### src/rtl/gps_result_buf.sv
// rtl/gps_result_buf.sv - buffers GPS code-generator results and streams them out as 32-bit words
module gps_result_buf #(
   parameter int DEPTH = 4
) (
   input  logic                     sys_clk_50,
   input  logic                     sync_rst_in,
   input  logic [5:0]               sv_num,
   input  logic [12:0]              ca_code,
   input  logic [127:0]             p_code,
   input  logic [127:0]             l_code,
   input  logic                     l_code_valid,
   input  logic                     rd_req,
   output logic [31:0]              rd_data,
   output logic                     rd_valid,
   output logic                     empty,
   output logic                     full,
   output logic [$clog2(DEPTH):0]   count,
   output logic                     overflow,
   input  logic                     clr_overflow
);

   localparam int AW = $clog2(DEPTH);
   localparam int EW = 6 + 13 + 128 + 128;
   localparam logic [AW:0] DEPTH_C = (AW + 1)'(DEPTH);

   typedef enum logic {IDLE, SEND} state_t;

   state_t          state;
   logic [3:0]      idx;
   logic [AW-1:0]   head;
   logic [AW-1:0]   tail;
   logic            lcv_q;
   logic [EW-1:0]   mem [DEPTH];
   logic [EW-1:0]   head_ent;
   logic            capture;
   logic            pop;
   logic            accept;
   logic            drop;

   // Entry layout: [274:269] sv_num, [268:256] ca_code, [255:128] p_code, [127:0] l_code
   function automatic logic [31:0] word_sel(input logic [3:0] i, input logic [EW-1:0] e);
      logic [31:0] w;
      case (i)
         4'd0:    w = {13'b0, e[274:256]};
         4'd1:    w = e[255:224];
         4'd2:    w = e[223:192];
         4'd3:    w = e[191:160];
         4'd4:    w = e[159:128];
         4'd5:    w = e[127:96];
         4'd6:    w = e[95:64];
         4'd7:    w = e[63:32];
         4'd8:    w = e[31:0];
         default: w = 32'b0;
      endcase
      return w;
   endfunction

   assign empty    = (count == '0);
   assign full     = (count == DEPTH_C);
   assign capture  = l_code_valid & ~lcv_q;
   assign pop      = (state == SEND) && (idx == 4'd8);
   // A pop in the same cycle frees the head slot, so a capture into a full buffer is still accepted
   assign accept   = capture & (~full | pop);
   assign drop     = capture & full & ~pop;
   assign head_ent = mem[head];

   // Entry storage; when full, tail equals head and is only rewritten on the word-8 (pop) cycle
   always_ff @(posedge sys_clk_50) begin
      if (!sync_rst_in && accept) begin
         mem[tail] <= {sv_num, ca_code, p_code, l_code};
      end
   end

   // Control: edge detect, pointers, occupancy, overflow flag and readout FSM
   always_ff @(posedge sys_clk_50) begin
      if (sync_rst_in) begin
         state    <= IDLE;
         idx      <= 4'd0;
         head     <= '0;
         tail     <= '0;
         count    <= '0;
         overflow <= 1'b0;
         rd_valid <= 1'b0;
         rd_data  <= 32'b0;
         lcv_q    <= 1'b0;
      end else begin
         lcv_q <= l_code_valid;

         if (accept) begin
            tail <= tail + 1'b1;
         end
         if (pop) begin
            head <= head + 1'b1;
         end

         case ({accept, pop})
            2'b10:   count <= count + 1'b1;
            2'b01:   count <= count - 1'b1;
            default: count <= count;
         endcase

         if (drop) begin
            overflow <= 1'b1;
         end else if (clr_overflow) begin
            overflow <= 1'b0;
         end

         case (state)
            IDLE: begin
               if (rd_req && !empty) begin
                  state    <= SEND;
                  idx      <= 4'd0;
                  rd_valid <= 1'b1;
                  rd_data  <= word_sel(4'd0, head_ent);
               end
            end
            SEND: begin
               if (idx == 4'd8) begin
                  state    <= IDLE;
                  idx      <= 4'd0;
                  rd_valid <= 1'b0;
                  rd_data  <= 32'b0;
               end else begin
                  idx      <= idx + 4'd1;
                  rd_data  <= word_sel(idx + 4'd1, head_ent);
               end
            end
            default: begin
               state    <= IDLE;
               idx      <= 4'd0;
               rd_valid <= 1'b0;
               rd_data  <= 32'b0;
            end
         endcase
      end
   end

endmodule

### config.mk
export PLATFORM = sky130hd
export DESIGN_NAME = gps_result_buf
export DESIGN_NICKNAME = d
export VERILOG_FILES = /design/src/rtl/gps_result_buf.sv
export SDC_FILE = /design/constraint.sdc
export NUM_CORES = 1
export LEC_CHECK = 0
export BUFFER_PORTS_ARGS = -buffer_cell sky130_fd_sc_hd__buf_4
export CAP_MARGIN = 0
export CELL_PAD_IN_SITES_DETAIL_PLACEMENT = 1
export CELL_PAD_IN_SITES_GLOBAL_PLACEMENT = 1
export CORE_AREA = 2 2 309 311
export CTS_CLUSTER_DIAMETER = 50
export DETAILED_ROUTE_END_ITERATION = 8
export DIE_AREA = 0 0 311 313
export GPL_ROUTABILITY_DRIVEN = 0
export GPL_TIMING_DRIVEN = 0
export PLACE_DENSITY_LB_ADDON = 0.05
export SLEW_MARGIN = 20
export SYNTH_ARGS = -nofsm -noshare
export SYNTH_HDL_FRONTEND = slang
export SYNTH_SLANG_ARGS = --single-unit
### constraint.sdc
create_clock -name sys_clk_50 -period 9.7 [get_ports sys_clk_50]
set_input_delay 1.94 -clock sys_clk_50 [delete_from_list [all_inputs] [get_ports sys_clk_50]]
set_output_delay 1.94 -clock sys_clk_50 [all_outputs]
set_load 0.01 [all_outputs]
Word level (Yosys, flattened, before mapping)
Memory sizes are Yosys's and may differ from the RTL's. A register that Yosys moved wholly into a read port is not among the register bits.
Cells that the tools add are included.

word-level totals
  output and inout port bits = 39
  register bits after elaboration = 47
  memories kept = 1
  word-level logic and storage cells = 68
  bits in writable memories = 1100

memory list
  memory  depth  width  rd ports  clocked after Yosys merged registers in  write ports  RTL line  text
  mem     4      275    1         1                                        1            33        logic [EW-1:0] mem [DEPTH];

operators by class
  muxes and demuxes = 20
  bitwise operators = 9
  eq/ne operators = 14
  add/subtract/negate cells = 5
  reductions and logical operators = 10

operator list
  kind                 number
  $pmux 32 s9          1
  $mux 32              2
  $pmux 32 s2          1
  $eq 4x3->1 const B   4
  $eq 4x2->1 const B   2
  $eq 4x4->1 const B   2
  $mux 1               8
  $mux 4               2
  $pmux 4 s2           1
  $pmux 3 s2           1
  $add 2x1->2 const B  2
  $add 4x1->4 const B  1
  $and 1x1->1          4
  $eq 4x1->1 const B   1
  $logic_not 4->1      1
  $mux 2               2
  $not 1->1            4
  $pmux 1 s2           2
  $reduce_bool 2->1    2
  $add 3x1->3 const B  1
  $eq 3x3->1 const B   1
  $logic_and 1x1->1    3
  $logic_not 3->1      1
  $sub 3x1->3 const B  1
  other kinds (7)      8

Longest topological paths before layout
Gate-level depths: netlist of the first run.

  depth in word-level cells = 7
  gate-level depth with buffers = 12
  mapped depth without buffers = 9

Least setup slack after synthesis of the first run
No wires, ideal clock.

  path kind = in2reg
  start point = input port l_code_valid
  end point = memory mem[0][0] (netlist bit) (enable)
  path buffers = 0
  arrival = 8770 ps
  required time = 9028 ps
  stages = 4
  path slack = 258 ps
  cell sequence = nand2b_1 a21oi_1 nor2b_1 and2_1

on the way
  cells in the longest elaborated chain, start to end = 5

ends and longest elaborated chain
  item                          RTL line  text
  from (decl)                   11        input logic l_code_valid,
  $and 1x1->1                   60        assign capture = l_code_valid & ~lcv_q;
  $and 1x1->1                   63        assign accept = capture & (~full | pop);
  $logic_and 1x1->1             69        if (!sync_rst_in && accept) begin
  $mux 1                        69
  $mux 1 (implied by the code)  70        mem[tail] <= {sv_num, ca_code, p_code, l_code};
  to (decl)                     33

No other way between the ends.

Worst setup path after layout of the first run
  start point = register count[2]
  end point = output port full

on the way
  cells in the longest elaborated chain, start to end = 1

ends and longest elaborated chain
  item                    RTL line  text
  from (decl)             17        output logic [$clog2(DEPTH):0] count,
  from (signal assigned)  97        2'b10: count <= count + 1'b1;
  from (signal assigned)  98        2'b01: count <= count - 1'b1;
  from (signal assigned)  99        default: count <= count;
  $eq 3x3->1              59        assign full = (count == DEPTH_C);
  to (decl)               16        output logic full,

No other way between the ends.

==> results of run 1 <==
-- area by class of cell --
cell class / count / area, um^2 / area share (%)
diodes: 7 / 17.5 / 0.0326
plain buffers: 139 / 777 / 1.45
flip-flops and latches: 1149 / 34000 / 63.3
inverters: 7 / 26.3 / 0.0489
clock inverters: 66 / 702 / 1.31
multi-input cells: 767 / 9850 / 18.3
clock buffers: 170 / 3690 / 6.86
well taps: 1265 / 1580 / 2.94
repair buffers: 348 / 3110 / 5.78
-- worst max-delay path, cell delays in order, from the launching register on --
cell and delay [ns]:
sky130_fd_sc_hd__dfxtp_1 0.50, sky130_fd_sc_hd__nor3b_1 0.70, sky130_fd_sc_hd__buf_4 0.25
-- registers in the layout, summed over array words and instances, names as in the netlist, named ones only --
register  count
rd_valid      1
overflow      1
tail          2
rd_data      32
idx           4
mem        1100
count         3
state         1
head          2
lcv_q         1
-- routing by layer --
metal	part of all wire (%)	track usage, %	routed length [um]
met3	6.8	6.44	8390
met4	2.0	6.62	2420
met5	0.21	0	264
met2	49	41.5	60900
met1	42	35.5	51900
-- power groups by stage --
stage,Sequential [mW],Combinational (mW),Clock [mW]
3_3_place_gp,5.77,0.520,0
6_report,5.60,0.563,5.00
2_1_floorplan,5.73,0.219,0
3_5_place_dp,5.71,0.561,0
5_1_grt,5.61,0.598,5.27
4_1_cts,5.61,0.564,5.09
-- worst max-delay path by stage --
stage               slack (ns)         end  cells after the start
finish                    5.59        full                      2
global route              5.43   mem[1][4]                     12
global placement         -5.89   mem[3][4]                      5
floorplan                 0.26   mem[0][0]                      4
detailed placement        4.88  mem[1][74]                      9
CTS                       5.57        full                      2
-- per-stage QoR --
stage                     area, um^2  setup TNS [ns]  power (mW)  setup slack (ns)  utilization, %
after global routing           53800               0        11.5              5.43            57.1
after global placement         48600        -6392.37        6.29             -5.89            51.6
after floorplan                44700               0        5.95             0.258               -
after CTS                      53700               0        11.3              5.57            57.1
after detailed placement       49400               0        6.27              4.88            52.4
final                          53800               0        11.2              5.59            57.1
-- cells in the mapped netlist (all sizes together), types with 13 or more instances --
cell / n / share of area (%)
a22oi: 36 / 0.61
mux4: 263 / 13
o21bai: 19 / 0.32
o211ai: 22 / 0.37
nor2: 60 / 0.50
a21oi: 26 / 0.29
dfxtp: 49 / 2.2
edfxtp: 1100 / 74
nand2: 25 / 0.21
and4: 16 / 0.31
a221oi: 19 / 0.64
a311oi: 22 / 0.47
a211o: 13 / 0.25
a211oi: 58 / 1.2
and4b: 13 / 0.29
a22o: 39 / 0.76
mux2i: 24 / 0.54
buf: 73 / 1.2
clkbuf: 66 / 0.56
nand4: 18 / 0.25
-- placed cells by master (no fill, tap or decap), drive strengths merged, types with 22 or more instances in the layout --
cell type  synthesis  routed
a211oi            58      58
a21oi             26      26
a22o              39      39
a22oi             36      36
a311oi            22      22
buf               73     421
clkbuf            66     236
clkinv             0      41
dfxtp             49      49
edfxtp          1100    1100
mux2i             24      24
mux4             263     263
nand2             25      25
nor2              60      60
o211ai            22      22
-- cell families after synthesis --
logic type      share of synthesized area, %
compound gates                          5.67
xor+xnor                              0.0981
fa+ha+maj                              0.269
simple gates                            2.17
mux                                     13.8
flops                                   76.2
buf+inv                                 1.80
==> results.rst, run 1 <==
.. list-table::
   :header-rows: 1

   * - Metric
     - Value
   * - Switch share
     - 20.8%
   * - Initial DRC Count
     - 2,336
   * - Highest clock frequency the design can meet
     - 243 MHz
   * - Type of origin of the critical path
     - register
   * - Detailed-router iteration count before antenna repair
     - 7
   * - Worst path required time
     - 7.76 ns
   * - Critical path endpoint category
     - output pin
   * - Flip-flop and latch count after synthesis
     - 1,149
   * - Root buffer cell
     - sky130_fd_sc_hd__clkbuf_16
   * - Worst hold path depth
     - 2
   * - Sequential cell fraction of total power
     - 50.2%
   * - Setup repair after global routing missed its margin
     - false
   * - Net count after synthesis
     - 2,351
   * - Worst Hold Endpoint
     - rd_valid
   * - Final Hold Violating Endpoints
     - 0
   * - HPWL after detailed placement
     - 85,700 um
   * - Starting utilization of the core area
     - 47.4%
   * - Reg2Reg Launch Point
     - idx[1]
   * - # hold bufs at CTS
     - 0
   * - Layout Nets
     - 2,838
   * - Final count of negative-setup-slack endpoints
     - 0
   * - Post-cts repair resize count
     - 0
   * - CTS clk-pin slew, worst paths
     - 0.06 ns
   * - Status
     - completed
   * - Maximum number of pins on one net before global-route repair
     - 45
   * - Post-CTS setup buffer count
     - 0
   * - Smallest hold slack
     - 0.533 ns
   * - Primary FF master, synth
     - sky130_fd_sc_hd__edfxtp_1
   * - Clock buffer count from CTS
     - 137
   * - CTS sink cnt
     - 1,149
   * - TritonCTS clock tree
     - done
   * - Path class of the lowest-slack min-delay path
     - register to register
   * - Register-to-register path setup slack
     - 5.71 ns
   * - Area of the die
     - 97,300 um^2
   * - Grt ovf
     - 0
   * - Final worst-path cycle share
     - 42.4%
   * - Area growth from synthesis to layout
     - 20.4%
   * - Wire length of the first global-routing pass
     - 178,000 um
   * - Post-Route WL
     - 124,000 um
   * - Cell-internal power
     - 8.84 mW
   * - Pwr dens
     - 208 nW/um^2
   * - Number of enable flip-flop cells after synthesis
     - 1,100
   * - Gate count of the mapped netlist
     - 2,062
   * - Fill cell total of the finished layout
     - 8,144
   * - IR Drop Worst-Case VDD
     - 0.000175 V
   * - Clk pwr share
     - 44.8%
   * - Number of distinct library cells after synthesis
     - 63
   * - Post-synthesis instance area
     - 44,700 um^2
   * - Fraction of final layout cells sized beyond drive strength 1
     - 34.9%
   * - Global Route Usage Sum
     - 25.7%
   * - Count of H-tree levels built during CTS
     - 4
   * - Worst setup path start
     - count[2]
   * - Worst slew slack as a fraction of its limit
     - 21.8%
   * - Routed Antenna Nets
     - 0
   * - Net load switching power
     - 2.32 mW
   * - Horizontal die dimension
     - 311 um
   * - Yosys warns
     - 0
   * - Critical path class
     - register to output pin
   * - Average routed wire per standard cell
     - 31.6 um
   * - Pin slew with the least headroom to its limit
     - 1.17 ns
   * - Async set-or-reset flop fraction in the synthesized netlist
     - 0%
   * - Via count of the first global-routing pass
     - 24,400
   * - Number of antenna violations at the first check in global routing
     - 25
   * - Die H
     - 313 um
   * - Standard-cell row count
     - 113
   * - Post-Place Cells
     - 3,675
   * - Total vias in the final route
     - 23,200
   * - Worst-skew pair later-pin latency
     - 0.73 ns
   * - Number of cells in the finished layout apart from fillers
     - 3,918
   * - Number of input and output port buffers inserted
     - 318
   * - Top-level port count
     - 319
   * - CORE AREA
     - 94,200 um^2
   * - Share of synthesized area occupied by flip-flops and latches
     - 76.2%
   * - Hold Path Origin
     - rd_valid
   * - Maximum buffer depth of the clock tree
     - 3
   * - Leakage
     - 17.5 nW
   * - Crit path max fanout
     - 6
   * - Slew Viols, Final
     - 0
   * - Arrival time of data at the critical path endpoint
     - 2.17 ns
   * - DRC Markers
     - 0
   * - Final worst path period need
     - 4.11 ns
   * - Max-cap viol count
     - 0
   * - Detail-routed via count per cell
     - 5.92
   * - Mean post-synth cell area
     - 21.7 um^2
   * - Logic pwr share
     - 5.0%
   * - Capture instance of the worst register-to-register path
     - mem[1][4]
   * - Number of cell instances on the worst register-to-register path
     - 11
   * - Post-route clock skew
     - 0.0172 ns
Note: power is estimated with default switching activity, not from simulation.
==> run 2, diff against run 1 <==
--- a/config.mk
+++ b/config.mk
@@ -9,10 +9,10 @@
 export CAP_MARGIN = 0
 export CELL_PAD_IN_SITES_DETAIL_PLACEMENT = 1
 export CELL_PAD_IN_SITES_GLOBAL_PLACEMENT = 1
-export CORE_AREA = 2 2 309 311
+export CORE_AREA = 2 2 302 304
 export CTS_CLUSTER_DIAMETER = 50
 export DETAILED_ROUTE_END_ITERATION = 8
-export DIE_AREA = 0 0 311 313
+export DIE_AREA = 0 0 304 306
 export GPL_ROUTABILITY_DRIVEN = 0
 export GPL_TIMING_DRIVEN = 0
 export PLACE_DENSITY_LB_ADDON = 0.05
==> constraint.sdc (replaced) <==
create_clock -name sys_clk_50 -period 3.79 [get_ports sys_clk_50]
set_input_delay 0.758 -clock sys_clk_50 [delete_from_list [all_inputs] [get_ports sys_clk_50]]
set_output_delay 0.758 -clock sys_clk_50 [all_outputs]
set_load 0.01 [all_outputs]
==> run 2 against run 1 <==
Combinational power grew to 2.6 times the previous value. Hold slack worse by 0.30 ns. Critical path depth is 11 higher. Global-route usage is 1.2 points higher. Register-to-register slack worse by 5.5 ns. Clock-buffer cell count is 3 lower. Utilization is 3.0 points higher. Cell count is 1.9% lower. Clock skew is 0.00069 ns higher. Worst setup slack worse by 5.4 ns.
==> results.rst, run 2 (same netlist as run 1, synthesis figures left out) <==
.. list-table::
   :header-rows: 1

   * - Metric
     - Value
   * - Status
     - completed (unchanged)
   * - Placement Setup Slack
     - -0.209 ns (was 4.88 ns)
   * - Pin slew with the least headroom to its limit
     - 1.17 ns (about the same)
   * - CORE AREA
     - 89,600 um^2 (was 94,200 um^2)
   * - Number of input and output port buffers inserted
     - 318 (unchanged)
   * - Final worst path period need
     - 3.59 ns
   * - Critical path class
     - register to register (was register to output pin)
   * - Setup repair after global routing missed its margin
     - false (unchanged)
   * - Die H
     - 306 um (was 313 um)
   * - Final core area utilization
     - 60.1% (was 57.1%)
   * - Worst slew slack as a fraction of its limit
     - 21.4% (was 21.8%)
   * - Crit path max fanout
     - 39 (was 6)
   * - Post-route clock skew
     - 0.0179 ns (was 0.0172 ns)
   * - Total vias in the final route
     - 23,300 (was 23,200)
   * - CTS clk-pin slew, worst paths
     - 0.06 ns (about the same)
   * - TritonCTS clock tree
     - done (unchanged)
   * - Maximum number of pins on one net before global-route repair
     - 45 (unchanged)
   * - Total chip power
     - 28.9 mW (was 11.2 mW)
   * - Critical path endpoint category
     - register (was output pin)
   * - Final worst-path cycle share
     - 94.7%
   * - Minimum setup slack in the final design
     - 0.201 ns (was 5.59 ns)
   * - HPWL after detailed placement
     - 85,500 um (was 85,700 um)
   * - Initial DRC Count
     - 2,226 (was 2,336)
   * - Via count of the first global-routing pass
     - 24,700 (was 24,400)
   * - CTS sink cnt
     - 1,149 (unchanged)
   * - Slowest cell on the critical path
     - sky130_fd_sc_hd__dfxtp_1 (was sky130_fd_sc_hd__nor3b_1)
   * - Post-Route WL
     - 124,000 um (about the same)
   * - Flip-flop count of the largest register after layout
     - 1,100 (unchanged)
   * - Root buffer cell
     - sky130_fd_sc_hd__clkbuf_16 (unchanged)
   * - Worst path required time
     - 4.18 ns (was 7.76 ns)
   * - Maximum buffer depth of the clock tree
     - 3 (unchanged)
   * - Grt ovf
     - 0 (unchanged)
   * - Combined area of the multi-input logic cells
     - 9880 um^2 (was 9850 um^2)
   * - Area growth from synthesis to layout
     - 20.6% (was 20.4%)
   * - Leading cell type in the layout, fill and taps excluded
     - sky130_fd_sc_hd__edfxtp_1 (unchanged)
   * - Area of the die
     - 93,000 um^2 (was 97,300 um^2)
   * - Leading registers by flop count
     - mem x1100, rd_data x32, idx x4 (unchanged)
   * - Wire length of the first global-routing pass
     - 178,000 um (about the same)
   * - Worst-skew pair later-pin latency
     - 0.73 ns (about the same)
   * - Stage delay of the slowest cell on the critical path
     - 0.33 ns (was 0.70 ns)
   * - Clock buffer count from CTS
     - 137 (unchanged)
   * - Sequential cell area
     - 34,000 um^2 (unchanged)
   * - Routed Antenna Nets
     - 0 (unchanged)
   * - Final count of negative-setup-slack endpoints
     - 0 (unchanged)
   * - Type of origin of the critical path
     - register (unchanged)
   * - Pwr dens
     - 536 nW/um^2 (was 208 nW/um^2)
   * - Layout Nets
     - 2,841 (was 2,838)
   * - Fraction of final layout cells sized beyond drive strength 1
     - 35.7% (was 34.9%)
   * - Detailed-router iteration count before antenna repair
     - 5 (was 7)
   * - Register containing the most flip-flops in the final layout
     - mem (unchanged)
   * - Cell-by-cell trace of the critical path
     - buf_6 > inv_1 > ha_1 > buf_2 > nand4b_1 > a21oi_2 > nor2b_4 > and2_4 > buf_12 > buf_12 > buf_16 > buf_16 > buf_16 (was nor3b_1 > buf_4)
   * - Detail-routed via count per cell
     - 6.07 (was 5.92)
   * - IR Drop Worst-Case VDD
     - 0.000452 V (was 0.000175 V)
   * - Final Hold Violating Endpoints
     - 0 (unchanged)
   * - Leakage
     - 17.6 nW (was 17.5 nW)
   * - Highest clock frequency the design can meet
     - 279 MHz
   * - Standard-cell row count
     - 110 (was 113)
   * - Global Route Usage Sum
     - 27.0% (was 25.7%)
   * - Starting utilization of the core area
     - 49.8% (was 47.4%)
   * - Number of antenna violations at the first check in global routing
     - 26 (was 25)
   * - Max-cap viol count
     - 0 (unchanged)
   * - Horizontal die dimension
     - 304 um (was 311 um)
   * - Arrival time of data at the critical path endpoint
     - 3.98 ns (was 2.17 ns)
   * - Path class of the lowest-slack min-delay path
     - input pin to register (was register to register)
   * - Count of H-tree levels built during CTS
     - 4 (unchanged)
   * - Fill cell total of the finished layout
     - 7,527 (was 8,144)
   * - Slew Viols, Final
     - 0 (unchanged)
   * - Most used cells in the layout excluding fill and tap cells
     - 1,100 x sky130_fd_sc_hd__edfxtp_1, 335 x sky130_fd_sc_hd__buf_4, 263 x sky130_fd_sc_hd__mux4_2, 145 x sky130_fd_sc_hd__clkbuf_16, 84 x sky130_fd_sc_hd__clkbuf_1 (was 1,100 x sky130_fd_sc_hd__edfxtp_1, 331 x sky130_fd_sc_hd__buf_4, 263 x sky130_fd_sc_hd__mux4_2, 143 x sky130_fd_sc_hd__clkbuf_16, 91 x sky130_fd_sc_hd__clkbuf_1)
   * - Top-level port count
     - 319 (unchanged)
   * - DRC Markers
     - 0 (unchanged)
   * - Most numerous cell on the critical path
     - sky130_fd_sc_hd__buf_16
   * - Average routed wire per standard cell
     - 32.2 um (was 31.6 um)
==> run 2: changes by cell type in the layout (fill, tap and decap cells not counted), sizes merged <==
cell | previous run | this run
buf | 421 | 424
bufinv | 14 | 16
clkbuf | 236 | 232
diode | 7 | 13
clkinvlp | 5 | 14
inv | 13 | 10
clkinv | 41 | 42
and2 | 7 | 8
==> run 2: repair_timing <==
action | in CTS | in global routing
resized for setup | 2 | 1
cloned | 1 | 0
hold buffers | 0 | 0
pin swaps | 3 | 0
endpoints found under the setup margin | 117 | 77
setup buffers | 3 | 1
==> run 2: through the flow <==
stage               instance area, um^2  TNS [ns]  instances  hold slack, ns
floorplan                         44700         0       2062           0.485
global placement                  48500  -2136.27       3556           0.491
detailed placement                49300    -14.32       3584           0.492
CTS                               53800         0       3830           0.183
global route                      53900         0       3838           0.201
finish                            53900         0       3844           0.229
==> run 2: worst max-delay path, delay by kind of cell (launching register included) <==
family / cells / cell delay, ns
fa+ha+maj: 1 / 0.14
compound gates: 1 / 0.21
flops: 1 / 0.33
simple gates: 3 / 0.63
buf+inv: 8 / 1.80
==> run 2: cell type report <==
class / instances / share of cell area (%)
Antenna cell: 13 / 0.0604
Buffer: 139 / 1.45
Clock buffer: 167 / 6.91
Clock inverter: 75 / 1.51
Inverter: 7 / 0.0488
Multi-Input combinational cell: 768 / 18.3
Sequential cell: 1149 / 63.1
Tap cell: 1176 / 2.73
Timing Repair Buffer: 350 / 5.81
==> run 2: final timing paths <==
path	start	to	slack (ns)	depth (start not counted)
max	idx[0]	mem[1][46]	0.20	13
min	p_code[5]	mem[1][133]	0.23	1
max reg2reg	idx[0]	mem[1][46]	0.20	13
min reg2reg	rd_valid	rd_valid	0.49	2
==> run 2: power by group <==
| part | leakage [nW] | switching [mW] | internal (mW) |
|---|---|---|---|
| Sequential | 10.4 | 0.105 | 14.2 |
| Clock | 2.18 | 5.05 | 8.06 |
| Combinational | 5.03 | 0.882 | 0.567 |
| Total | 17.6 | 6.03 | 22.9 |
==> run 2: metal layers <==
layer / GRT usage (%) / up-vias / routed length [um]
li1: - / 9850 / -
met2: 43.7 / 814 / 60700
met4: 8.86 / 26 / 3590
met1: 36.4 / 12500 / 50700
met5: 0 / - / 169
met3: 6.31 / 181 / 8760
